$ cat src/rtl/nn_pkg.sv
// Shared types and constants for the weight-update datapath: FSM states,
// the signed Q3.7 weight word and its saturation bounds.
package nn_pkg;

  typedef enum logic [2:0] {
    IDLE,
    READ,
    WAIT,
    CALC,
    WRITE,
    DONE
  } state_t;

  typedef logic signed [9:0] weight_t;

  localparam int WORD_W      = 10;
  localparam int PROD_W      = 20;
  localparam int ADDR_W      = 7;
  localparam int Q_INT_BITS  = 3;
  localparam int Q_FRAC_BITS = 7;

  localparam weight_t WEIGHT_MIN = -10'sd512;
  localparam weight_t WEIGHT_MAX = 10'sd511;

endpackage

$ cat src/rtl/weight_adjust.sv
// Combinational weight update: new = sat(w + (delta*outcal >>> (FRAC_BITS+LR_SHIFT))),
// with a flag raised whenever the saturation actually clipped the sum.
module weight_adjust
  import nn_pkg::*;
#(
  parameter int FRAC_BITS = 7,
  parameter int LR_SHIFT  = 3
) (
  input  logic signed [9:0] delta_i,
  input  logic [9:0]        outcal_i,
  input  logic signed [9:0] w_i,
  output logic signed [9:0] new_o,
  output logic              clip_o
);

  localparam logic signed [19:0] SUM_HI = 20'(WEIGHT_MAX);
  localparam logic signed [19:0] SUM_LO = 20'(WEIGHT_MIN);

  logic signed [19:0] d_ext;
  logic signed [19:0] o_ext;
  logic signed [19:0] prod;
  logic signed [19:0] adj;
  logic signed [19:0] sum;

  function automatic weight_t sat_weight(input logic signed [19:0] v);
    if (v > SUM_HI)      return WEIGHT_MAX;
    else if (v < SUM_LO) return WEIGHT_MIN;
    else                 return v[9:0];
  endfunction

  // OutCal is unsigned, so it is zero-extended before the signed multiply
  assign d_ext  = 20'(delta_i);
  assign o_ext  = {10'd0, outcal_i};
  assign prod   = d_ext * o_ext;
  assign adj    = prod >>> (FRAC_BITS + LR_SHIFT);
  assign sum    = 20'(w_i) + adj;
  assign new_o  = sat_weight(sum);
  assign clip_o = (sum > SUM_HI) || (sum < SUM_LO);

endmodule

$ cat src/rtl/weight_update_sequencer.sv
// Walks every output-layer weight in neuron-major order, read-modify-writing
// the weight RAM with a 2^-LR_SHIFT scaled delta*activation step.
// Optional saturation counter output enabled by defining WUS_SAT_COUNT_EN.
module weight_update_sequencer
  import nn_pkg::*;
#(
  parameter int N_OUT     = 3,
  parameter int N_HID     = 5,
  parameter int BASE_ADDR = 50,
  parameter int FRAC_BITS = 7,
  parameter int LR_SHIFT  = 3
) (
  input  logic                  Clock,
  input  logic                  Rst,
  input  logic                  Start,
  input  logic [10*N_OUT-1:0]   Delta,
  input  logic [10*N_HID-1:0]   OutCal,
  output logic [6:0]            RamAddr,
  output logic                  RamWE,
  output logic [9:0]            RamWData,
  input  logic [9:0]            RamRData,
  output logic                  Busy,
  output logic                  Done
`ifdef WUS_SAT_COUNT_EN
  ,
  output logic [7:0]            SatCount
`endif
);

  localparam int NW = (N_OUT > 1) ? $clog2(N_OUT) : 1;
  localparam int HW = (N_HID > 1) ? $clog2(N_HID) : 1;
  localparam logic [NW-1:0] N_LAST = NW'(N_OUT - 1);
  localparam logic [HW-1:0] H_LAST = HW'(N_HID - 1);
  localparam logic [6:0]    ADDR0  = 7'(BASE_ADDR);

  state_t        state_q;
  logic [NW-1:0] n_q, n_d;
  logic [HW-1:0] h_q, h_d;
  logic [6:0]    addr_d;
  weight_t       w_q;
  weight_t       delta_q  [N_OUT];
  logic [9:0]    outcal_q [N_HID];
  weight_t       new_w;
  logic          clip;
  logic          last;

  always_comb begin
    h_d = h_q + 1'b1;
    n_d = n_q;
    if (h_q == H_LAST) begin
      h_d = '0;
      n_d = n_q + 1'b1;
    end
    addr_d = 7'(BASE_ADDR + int'(n_d) * N_HID + int'(h_d));
  end

  assign last = (h_q == H_LAST) && (n_q == N_LAST);

  weight_adjust #(
    .FRAC_BITS (FRAC_BITS),
    .LR_SHIFT  (LR_SHIFT)
  ) u_adjust (
    .delta_i  (delta_q[n_q]),
    .outcal_i (outcal_q[h_q]),
    .w_i      (w_q),
    .new_o    (new_w),
    .clip_o   (clip)
  );

  always_ff @(posedge Clock or posedge Rst) begin
    if (Rst) begin
      state_q  <= IDLE;
      n_q      <= '0;
      h_q      <= '0;
      w_q      <= '0;
      RamAddr  <= '0;
      RamWE    <= 1'b0;
      RamWData <= '0;
      Busy     <= 1'b0;
      Done     <= 1'b0;
      for (int i = 0; i < N_OUT; i++) delta_q[i] <= '0;
      for (int j = 0; j < N_HID; j++) outcal_q[j] <= '0;
    end else begin
      case (state_q)
        IDLE: begin
          if (Start) begin
            for (int i = 0; i < N_OUT; i++) delta_q[i] <= Delta[10*i +: 10];
            for (int j = 0; j < N_HID; j++) outcal_q[j] <= OutCal[10*j +: 10];
            n_q     <= '0;
            h_q     <= '0;
            RamAddr <= ADDR0;
            Busy    <= 1'b1;
            state_q <= READ;
          end
        end
        READ: state_q <= WAIT;
        // RAM data for the address presented in READ is valid here
        WAIT: begin
          w_q     <= RamRData;
          state_q <= CALC;
        end
        CALC: begin
          RamWData <= new_w;
          RamWE    <= 1'b1;
          state_q  <= WRITE;
        end
        WRITE: begin
          RamWE <= 1'b0;
          if (last) begin
            n_q     <= '0;
            h_q     <= '0;
            Done    <= 1'b1;
            state_q <= DONE;
          end else begin
            n_q     <= n_d;
            h_q     <= h_d;
            RamAddr <= addr_d;
            state_q <= READ;
          end
        end
        DONE: begin
          Done    <= 1'b0;
          Busy    <= 1'b0;
          state_q <= IDLE;
        end
        default: state_q <= IDLE;
      endcase
    end
  end

`ifdef WUS_SAT_COUNT_EN
  logic [7:0] sat_cnt_q;

  always_ff @(posedge Clock or posedge Rst) begin
    if (Rst) begin
      sat_cnt_q <= '0;
    end else if (state_q == IDLE && Start) begin
      sat_cnt_q <= '0;
    end else if (state_q == CALC && clip && sat_cnt_q != 8'hFF) begin
      sat_cnt_q <= sat_cnt_q + 1'b1;
    end
  end

  assign SatCount = sat_cnt_q;
`endif

endmodule

$ cat config.mk
export PLATFORM = sky130hd
export DESIGN_NAME = weight_update_sequencer
export DESIGN_NICKNAME = d
export VERILOG_FILES = /design/src/rtl/nn_pkg.sv /design/src/rtl/weight_adjust.sv /design/src/rtl/weight_update_sequencer.sv
export SDC_FILE = /design/constraint.sdc
export NUM_CORES = 1
export LEC_CHECK = 0
export CAP_MARGIN = 30
export CELL_PAD_IN_SITES_DETAIL_PLACEMENT = 2
export CELL_PAD_IN_SITES_GLOBAL_PLACEMENT = 2
export CORE_ASPECT_RATIO = 1.25
export CORE_MARGIN = 10
export CORE_UTILIZATION = 30
export CTS_CLUSTER_DIAMETER = 150
export DETAILED_ROUTE_END_ITERATION = 10
export PLACE_DENSITY = 0.73
export SKIP_CTS_REPAIR_TIMING = 1
export SLEW_MARGIN = 0
export SYNTH_ARGS = -nofsm -noshare
export SYNTH_HDL_FRONTEND = slang
export SYNTH_SLANG_ARGS = --single-unit
$ cat constraint.sdc
create_clock -name Clock -period 7.5 [get_ports Clock]
set_input_delay 1.5 -clock Clock [delete_from_list [all_inputs] [get_ports Clock]]
set_output_delay 1.5 -clock Clock [all_outputs]
set_load 0.02 [all_outputs]
# Word level (Yosys, flattened, before mapping)
# Cells that the tools add are included.
[op_classes] add_sub_neg=5 mul=2 div=0 magnitude_cmp=4 eq_ne=10 shift=0 n_mux=27 n_bitwise=2 reduce_logical=11
[op_table] cell="$mux 10" n=6
[op_table] cell="$bmux 10 s3" n=1
[op_table] cell="$bmux 10 s2" n=1
[op_table] cell="$gt 20x10->1 const B" n=1
[op_table] cell="$lt 20x10->1 const B" n=1
[op_table] cell="$mul 10x11->20" n=1
[op_table] cell="$mux 3" n=5
[op_table] cell="$pmux 3 s5" n=1
[op_table] cell="$mux 7" n=2
[op_table] cell="$pmux 7 s2" n=1
[op_table] cell="$add 10x10->11" n=1
[op_table] cell="$eq 3x3->1 const B" n=3
[op_table] cell="$reduce_and 2->1" n=4
[op_table] cell="$reduce_bool 2->1" n=4
[op_table] cell="$add 6x5->7 const A" n=1
[op_table] cell="$add 7x3->7" n=1
[op_table] cell="$eq 3x2->1 const B" n=2
[op_table] cell="$mux 2" n=3
[op_table] cell="$ne 2x2->1 const B" n=3
[op_table] cell="$pmux 1 s2" n=3
[op_table] cell="$pmux 3 s2" n=1
[op_table] cell="$mul 2x3->5 const B" n=1
[op_table] cell="$ge 4x4->1 const B" n=1
[op_table] cell="$not 3->4" n=1
[op_table] cell="other kinds (11)" n=12
[word_totals] regBits=118 latchBits=0 mem_bits_rw=0 rom_bits=0 input_bits=93 out_inout_bits=20 wordCells=78 memories=0

# Longest topological paths before layout
# Gate-level depths: netlist of run 1.
[logic_depth] word_depth=9 ltp_mapped=34 ltp_nobuf=32

# Hierarchy
# Synthesis of run 1 repeated with hierarchy kept, for this count alone.
[unflattened] hier_cells=1035 hier_area_um2=9385.3
[by_module_without_submodules] mod="weight_update_sequencer" n_inst=1 cells_each=556 area_per_inst_um2=5336.4 seq_area_each_um2=2952.8
[by_module_without_submodules] mod="weight_adjust" n_inst=1 cells_each=479 area_per_inst_um2=4048.9 seq_area_each_um2=0.0

# Worst setup path before layout of run 1
# Ideal clock, no wire load.
[synth_timing] path_kind="register to register" startpoint="register h_q[1]" endpoint="register RamWData[0]" setup_ps=66 arrival_time_ps=7492 required_time_ps=7434 setup_slack_ps=-59 stages_incl_launch_ff=33 n_path_buf=2 period_less_slack_ps=7559 cell_sequence="dfrtp_1 > buf_4 > buf_1 > mux2i_1 > nor2_1 > a21oi_1 > o21ai_0 > nand2_1 > fa_1 > inv_1 > fa_1 > inv_1 > fa_1 > inv_1 > fa_1 > inv_1 > fa_1 > inv_1 > ha_1 > o21ai_0 > nor2_1 > a31oi_1 > o31ai_1 > o41ai_1 > xnor2_1 > ha_1 > o21ai_0 > o21a_1 > o31a_1 > a31o_2 > a21oi_2 > and2b_1 > a221o_1"
[synth_via] elab_chain_cells=9 word_cells_on_any_way=10 classes_between="1 x add/sub; 1 x mul; 2 x order compare; 5 x mux; 1 x bitwise"
[synth_rtl] item="from (decl)" line_no="weight_update_sequencer.sv:38" text="logic [HW-1:0] h_q, h_d;"
[synth_rtl] item="from (signal assigned)" line_no="weight_update_sequencer.sv:74" text="h_q <= '0;"
[synth_rtl] item="from (signal assigned)" line_no="weight_update_sequencer.sv:90" text="h_q <= '0;"
[synth_rtl] item="from (signal assigned)" line_no="weight_update_sequencer.sv:111" text="h_q <= '0;"
[synth_rtl] item="$not 3->4 (not written as such) *" line_no="weight_update_sequencer.sv:64" text=".outcal_i (outcal_q[h_q]),"
[synth_rtl] item="$bmux 10 s3 *" line_no="weight_update_sequencer.sv:64"
[synth_rtl] item="$mux 10 (not written as such) * (2 in series)" line_no="weight_update_sequencer.sv:64"
[synth_rtl] item="$mul 10x11->20 *" line_no="weight_adjust.sv:34" text="assign prod = d_ext * o_ext;"
[synth_rtl] item="$add 10x10->11 *" line_no="weight_adjust.sv:36" text="assign sum = 20'(w_i) + adj;"
[synth_rtl] item="$lt 20x10->1" line_no="weight_adjust.sv:27" text="else if (v < SUM_LO) return WEIGHT_MIN;"
[synth_rtl] item="$mux 10" line_no="weight_adjust.sv:27"
[synth_rtl] item="$mux 10 *" line_no="weight_adjust.sv:26" text="if (v > SUM_HI) return WEIGHT_MAX;"
[synth_rtl] item="to (signal assigned)" line_no="weight_update_sequencer.sv:103" text="RamWData <= new_w;"
[synth_rtl] item="to (decl)" line_no="weight_update_sequencer.sv:20" text="output logic [9:0] RamWData,"
# Every way passes the cells marked *; elsewhere a longest branch is shown, timed or not. The select of a mux whose other input is x is not followed.
# A chain may end at the register's enable or synchronous reset.

# Worst setup path in the final report of run 1
# Ends and elaborated chain as after synthesis.

==> results.toml, run 1 <==
[route]
drt-initial-drc-count = 279
vias = 7145
ant_nets = 0
routed_via_density = 4.951
wirelength_microns = 31450
remaining_drc_errors = 0
wl_per_cell_microns = 21.79
firstDrtPassIters = 4

[run]
drv_cap = 0

[worst_setup_path]
reg2reg_from = "h_q[1]"
critPathBufInv = 4
start_kind = "flip-flop"
worst_ep_required_time_ns = 7.82
crit_family = "adder cells"
critPathMaxStageDelay_ns = 0.60
regToRegEndpoint = "RamWData[0]"
crit_slowest_cell = "fa_1"
ff2ff_path_depth = 29
cp_common_cell = "fa_1"
path_depth = 29
ff2ff_setup_slack_ns = 0.01
endpoint = "RamWData[0]"
crit_start = "h_q[1]"
critPathKind = "reg -> reg"
worstSetupEndpointType = "flip-flop"
crit_arrival_ns = 7.80
worstPathMaxFanout = 7

[layout]
fillCellCount = 3049
final_nets = 1270
final_util = 0.4175
area_growth_pct = 37.21
layout_commonest_cell = "dfrtp_1"
fin_area_sq_mm = 0.01225
diodes = 0
drive_gt1_frac = 0.2970
final_cell_mix = "116 x dfrtp_1, 112 x clkdlybuf4s50_1, 96 x mux2_2"

[timing]
fin_ws_ns = 0.01176
post-route-period-util = 0.9984
setup_viol = 0
drv_slew = 0
hold_violations = 0
rsz0062_at_grt = "true"
clock.fmax_mhz = 133.5
worstMarginPinSlew_ns = 0.9848
period_needed_ns = 7.488
finClkSkew_ns = 0.007685
slew-limit-headroom = 0.3434
tns_ns = 0

[die]
rows = 70
die_area_sq_mm = 0.03711
start_util = 0.3043
fp.dieH_microns = 212.9
io_pins = 113
die_w_microns = 174.3
core-area_sq_mm = 0.02934

[synthesis]
synth_area_leaders = "dfrtp_1 33%, fa_1 14%, mux2_2 12%, ha_1 11%, inv_1 3.7%"
synth-simple-area-share = 0.09361
async_flop_share = 1.000
synth_top_family_by_area = "adder cells"
synth_compound_gate_area_share = 0.09893
synth_top_area_frac = 0.3307
synth_edf_count = 0
yosys_warnings = 0
syn_area_per_cell_sq_um = 10.69
ys_seq_elements = 118
syn_inst = 835
synthFlopType = "dfrtp_1"
synth-xor-area-share = 0.02550
synthMuxAreaShare = 0.1501
synth_area_leader_cell = "dfrtp_1"
synth-seq-area-share = 0.3307
syn_nets = 1070
yosysUniqueCellTypes = 53
synthAdderAreaFrac = 0.2528
synth_area_sq_mm = 0.008929

[status]
status = "completed"

[clock_network]
cts_root_buf = "clkbuf_16"
clkTransAtPathRegs_ns = 0.06
cts_made_buffers = 17
clk_latency_ns = 0.43
cts_tree = "yes"
clock_path_buffers = 2
htreeDepth = 4
cts.sinks = 118

[global_routing]
grt_max_degree = 75
grt_pass1_wl_microns = 46890
grt_overflow_total = 0
grt_antenna_before_repair = 0
grt_pass1_vias = 8378
grt_usage = 0.1614

[placed_design]
routabilityCongestion = 0.8966
pre_cts_ws_ns = -0.4119
place_area_sq_mm = 0.01108
dp_hpwl_microns = 22960
io_buffers = 112

[worst_hold_path]
min_path_type = "reg -> reg"
-- worst min path at each step --
stage	from	to	cells after the start
floorplan	outcal_q[0]	outcal_q[0]	1
global placement	RamAddr[6]	RamAddr[6]	1
detailed placement	RamAddr[6]	RamAddr[6]	1
CTS	RamAddr[6]	RamAddr[6]	1
global route	RamAddr[2]	RamAddr[2]	2
finish	RamAddr[6]	RamAddr[6]	1
-- state kept, by name, summed over array words and instances, names as in the netlist, 2 cells and up --
name,cells
n_q,2
RamWData,10
outcal_q,50
delta_q,30
w_q,10
h_q,3
RamAddr,7
state_q,3
-- layout make-up --
cell class / count / area [sq um] / area share
multi-input combinational: 604 / 5958 / 0.4864
sequential: 118 / 2955 / 0.2412
timing repair buffer: 207 / 1903 / 0.1553
tap: 396 / 495.5 / 0.04045
clock buffer: 18 / 439.2 / 0.03585
inverter: 87 / 329.1 / 0.02686
clock inverter: 13 / 170.2 / 0.01389
-- metrics by stage --
step | hold WS, ns | std cells
after floorplan | 0.4721 | 835
after global placement | 0.4679 | 1398
after detailed placement | 0.4693 | 1398
after CTS | 0.4821 | 1429
after global routing | 0.5107 | 1443
final | 0.4791 | 1443
-- cell usage after synthesis (13+ instances only) --
master	instances
clkbuf_1	15
o21a_1	13
dfrtp_1	118
o21ai_0	27
mux2i_1	18
nand2_1	78
and2_1	15
fa_1	64
xnor2_1	19
ha_1	78
a21o_1	14
a21oi_1	24
inv_1	87
nor2_1	69
mux2_2	97
-- worst reg2reg max path: cells and delay by family (launching register included) --
kind            cells  cell delay, ns
flops               1            0.47
mux                 1            0.12
buf+inv             4            0.55
xor+xnor            1            0.12
simple gates        5            0.86
compound gates     11            2.14
fa+ha+maj           7            3.14
-- routing by layer --
metal	vias to the layer above	wire length, microns	share of wire	track usage
met5	-	0	0	0
met4	0	803	0.026	0.06407
met3	38	964	0.031	0.02934
met2	133	17580	0.56	0.3042
met1	3743	12100	0.38	0.1743
li1	3231	-	-	-
-- logic make-up (layout without fill, tap and decap cells) --
logic type / Yosys count / after routing
simple gates: 190 / 190
buf+inv: 113 / 325
mux: 118 / 118
compound gates: 128 / 128
xor+xnor: 26 / 26
flops: 118 / 118
fa+ha+maj: 142 / 142
Power of run 1 is left out: the tool's default activity adds up to more than one toggle a clock period on the data nets, which glitch-free logic cannot reach.
==> run 2, diff against run 1 <==
Settings changed: GPL_TIMING_DRIVEN set to 0.
==> run 2 against run 1 <==
Compared with the run above: the flow now finishes with violations (setup timing); cell area decreased by 0.97%; global-route usage decreased by 1.2 points; worst setup slack got worse by 0.26 ns; die area unchanged; critical path type unchanged.
==> results.toml, run 2 (synthesis gave the netlist of run 1 again) <==
[layout]
fillCellCount = 3061
diodes = 0
regMostFlops = "outcal_q"
area_growth_pct = 35.87
final_cell_mix = "115 x dfrtp_1, 112 x clkdlybuf4s50_1, 97 x mux2_2"
largest_register_ff_count = 50
reg_top3 = "outcal_q x50, delta_q x30"
layout_commonest_cell = "dfrtp_1"
final_nets = 1247
drive_gt1_frac = 0.2683

[die]
core-area_sq_mm = 0.02934
io_pins = 113
die_area_sq_mm = 0.03711
die_w_microns = 174.3
start_util = 0.3043
rows = 70
fp.dieH_microns = 212.9

[worst_setup_path]
start_kind = "flip-flop"
critPathMaxStageDelay_ns = 0.57
critPathKind = "reg -> reg"
worstPathMaxFanout = 7
crit_slowest_cell = "fa_1"
worst_ep_required_time_ns = 7.86
worstSetupEndpointType = "flip-flop"
crit_arrival_ns = 8.11

[global_routing]
grt_pass1_wl_microns = 43820
grt_antenna_before_repair = 0
grt_pass1_vias = 7955
grt_overflow_total = 0
grt_usage = 0.1496
grt_max_degree = 88

[placed_design]
dp_hpwl_microns = 21710
io_buffers = 112
routabilityCongestion = 0.8197
pre_cts_ws_ns = -1.441

[route]
remaining_drc_errors = 0
firstDrtPassIters = 4
routed_via_density = 4.902
drt-initial-drc-count = 176
vias = 6966
wirelength_microns = 30290
ant_nets = 0
wl_per_cell_microns = 21.32

[worst_hold_path]
min_path_type = "reg -> reg"

[timing]
setup_viol = 8
finClkSkew_ns = 0.009456
drv_slew = 0
hold_violations = 0
slew-limit-headroom = 0.4557
post-route-period-util = 1.034
rsz0062_at_grt = "true"
fin_ws_ns = -0.2514
worstMarginPinSlew_ns = 0.8164
period_needed_ns = 7.751
clock.fmax_mhz = 129.0

[clock_network]
htreeDepth = 4
clk_latency_ns = 0.43
cts_made_buffers = 17
clkTransAtPathRegs_ns = 0.06
cts.sinks = 118
cts_tree = "yes"
cts_root_buf = "clkbuf_16"
clock_path_buffers = 2

[run]
drv_cap = 0

[status]
failed_checks = "setup timing"
status = "complete, but fails checks"
run 2: cell types whose count changed in the layout (fill, tap and decap cells not counted), sizes merged:
cell	change
clkbuf	+18
buf	-37
clkinvlp	+1
inv	-4
run 2: final timing paths:
path                            start          end  slack [ns]  cells past startpoint
max reg2reg                    h_q[1]  RamWData[6]       -0.25                     30
min in group asynchronous         Rst   state_q[0]        1.44                      2
max in group asynchronous         Rst  delta_q[18]        5.26                      3
min reg2reg                RamAddr[6]   RamAddr[6]        0.48                      1
min                        RamAddr[6]   RamAddr[6]        0.48                      1
max                            h_q[1]  RamWData[6]       -0.25                     30
run 2: layout make-up:
class,instances,area (sq um),share of cell area
plain buffers,23,145.1,0.01196
clock buffers,22,454.2,0.03744
multi-input cells,604,6042,0.4980
repair buffers,161,1555,0.1282
inverters,87,335.3,0.02764
clock inverters,10,147.6,0.01217
flip-flops and latches,118,2957,0.2437
well taps,396,495.5,0.04084
run 2: stage by stage:
| stage | utilization | cell area [sq um] | setup TNS, ns | hold slack (ns) | cells |
|---|---|---|---|---|---|
| after global placement | 0.3594 | 10550 | -11.78 | 0.4643 | 1343 |
| after floorplan | - | 8930 | 0 | 0.4721 | 835 |
| after CTS | 0.3811 | 11180 | -13.94 | 0.4866 | 1376 |
| final | 0.4135 | 12130 | -1.747 | 0.4804 | 1421 |
| after global routing | 0.4135 | 12130 | -5.003 | 0.5091 | 1421 |
| after detailed placement | 0.3606 | 10580 | -13.10 | 0.4742 | 1344 |
run 2: per-layer routing:
layer,vias up,share of wire,track usage
met5,-,0,0
met1,3661,0.39,0.1605
met4,0,0.017,0.04547
li1,3181,-,-
met3,27,0.025,0.02846
met2,97,0.57,0.2886
run 2: worst max-delay path: cells and delay by family, from the launching register on:
family | cells | cell delay, ns
compound gates | 10 | 2.00
simple gates | 6 | 1.20
buf+inv | 6 | 0.87
xor+xnor | 1 | 0.12
fa+ha+maj | 7 | 3.02
flops | 1 | 0.47
Power of run 2 is left out for the same reason.
==> run 3, diff against run 2 <==
Settings changed: GPL_TIMING_DRIVEN 0 to unset, TNS_END_PERCENT set to 1.
==> run 3 against run 2 <==
Compared with the run above: worst hold slack worse by 0.0036 ns; the run now ends clean; via count grew 0.92%; fmax rose by 3.6%; register-to-register slack better by 0.27 ns; core utilization rose by 0.11 points; largest cell class unchanged; count of clock-buffer cells in the layout decreased by 4; critical endpoint is now RamWData[0]; sequential share of layout area fell by 0.076 points.
==> results.toml, run 3 (synthesis gave the netlist of run 1 again) <==
[layout]
largest_register_ff_count = 50
reg_top3 = "outcal_q x50, delta_q x30"
stdcell_count = 1438
fin_area_sq_mm = 0.01216
drive_gt1_frac = 0.2860
final_cell_mix = "116 x dfrtp_1, 112 x clkdlybuf4s50_1, 97 x mux2_2"
area_growth_pct = 36.24
regMostFlops = "outcal_q"
layout_commonest_cell = "dfrtp_1"
final_nets = 1265
diodes = 0

[clock_network]
cts.sinks = 118
cts_made_buffers = 17
htreeDepth = 4
cts_root_buf = "clkbuf_16"
clkTransAtPathRegs_ns = 0.06
clk_latency_ns = 0.43
cts_tree = "yes"
clock_path_buffers = 2

[global_routing]
grt_max_degree = 75
grt_usage = 0.1614
grt_pass1_wl_microns = 46890
grt_pass1_vias = 8378
grt_antenna_before_repair = 0
grt_overflow_total = 0

[placed_design]
place_area_sq_mm = 0.01108
placed_cells = 1398
routabilityCongestion = 0.8966
dp_hpwl_microns = 22960
io_buffers = 112

[timing]
hold_violations = 0
clock.fmax_mhz = 133.7
period_needed_ns = 7.479
setup_viol = 0
rsz0062_at_grt = "true"
whs_ns = 0.4768
drv_slew = 0
tns_ns = 0
post-route-period-util = 0.9973
worstMarginPinSlew_ns = 0.9748
finClkSkew_ns = 0.007737
slew-limit-headroom = 0.3502

[route]
remaining_drc_errors = 0
wirelength_microns = 30520
firstDrtPassIters = 4
vias = 7030
ant_nets = 0
drt-initial-drc-count = 215
wl_per_cell_microns = 21.23
routed_via_density = 4.889

[die]
core-area_sq_mm = 0.02934
start_util = 0.3043
fp.dieH_microns = 212.9
io_pins = 113
die_w_microns = 174.3
die_area_sq_mm = 0.03711
rows = 70

[worst_hold_path]
min_path_type = "reg -> reg"

[worst_setup_path]
start_kind = "flip-flop"
worstPathMaxFanout = 7
worstSetupEndpointType = "flip-flop"
critPathMaxStageDelay_ns = 0.60
cp_common_cell = "fa_1"
crit_arrival_ns = 7.80
critPathKind = "reg -> reg"
crit_slowest_cell = "fa_1"
worst_ep_required_time_ns = 7.82

[status]
status = "completed"

[run]
drv_cap = 0
-- run 3: cell count changes in the layout (fill, tap and decap cells not counted), sizes merged --
cell and delta:
clkbuf -18, inv +4, buf +32, clkinvlp -1
-- run 3: metal layers --
layer  track usage  share of wire  vias to the layer above
li1              -              -                     3223
met1        0.1743           0.40                     3662
met2        0.3042           0.55                      103
met3       0.02934          0.026                       42
met4       0.06407          0.028                        0
met5             0              0                        -
-- run 3: final timing paths --
kind,from,endpoint,slack [ns],depth (start not counted)
worst max-delay path,h_q[1],RamWData[0],0.02,26
worst min-delay path,RamAddr[6],RamAddr[6],0.48,1
worst max register to register,h_q[1],RamWData[0],0.02,26
worst min register to register,RamAddr[6],RamAddr[6],0.48,1
max in group asynchronous,Rst,delta_q[18],4.62,3
min in group asynchronous,Rst,RamAddr[6],1.61,2
-- run 3: area by class of cell --
class / instances / area, sq um
clock buffers: 18 / 439.2
clock inverters: 13 / 170.2
fillers: 3050 / 17180
inverters: 87 / 329.1
multi-input cells: 604 / 5906
flip-flops and latches: 118 / 2955
well taps: 396 / 495.5
repair buffers: 202 / 1869
-- run 3: stage by stage --
stage	utilization	setup slack, ns
floorplan	-	0.1220
CTS	0.3983	-0.5871
finish	0.4146	0.02056
global placement	0.3775	0.003993
global route	0.4146	-0.2743
detailed placement	0.3775	-0.4119
-- run 3: critical path, delay by kind of cell (launching register included) --
family	cells	cell delay, ns
muxes	1	0.37
buffers and inverters	2	0.31
and+or+nand+nor	4	0.57
AOI/OAI and AO/OA	11	2.30
adders and majority gates	7	3.24
DFF	1	0.46
xor gates and xnor gates	1	0.12
Power of run 3 is left out for the same reason.
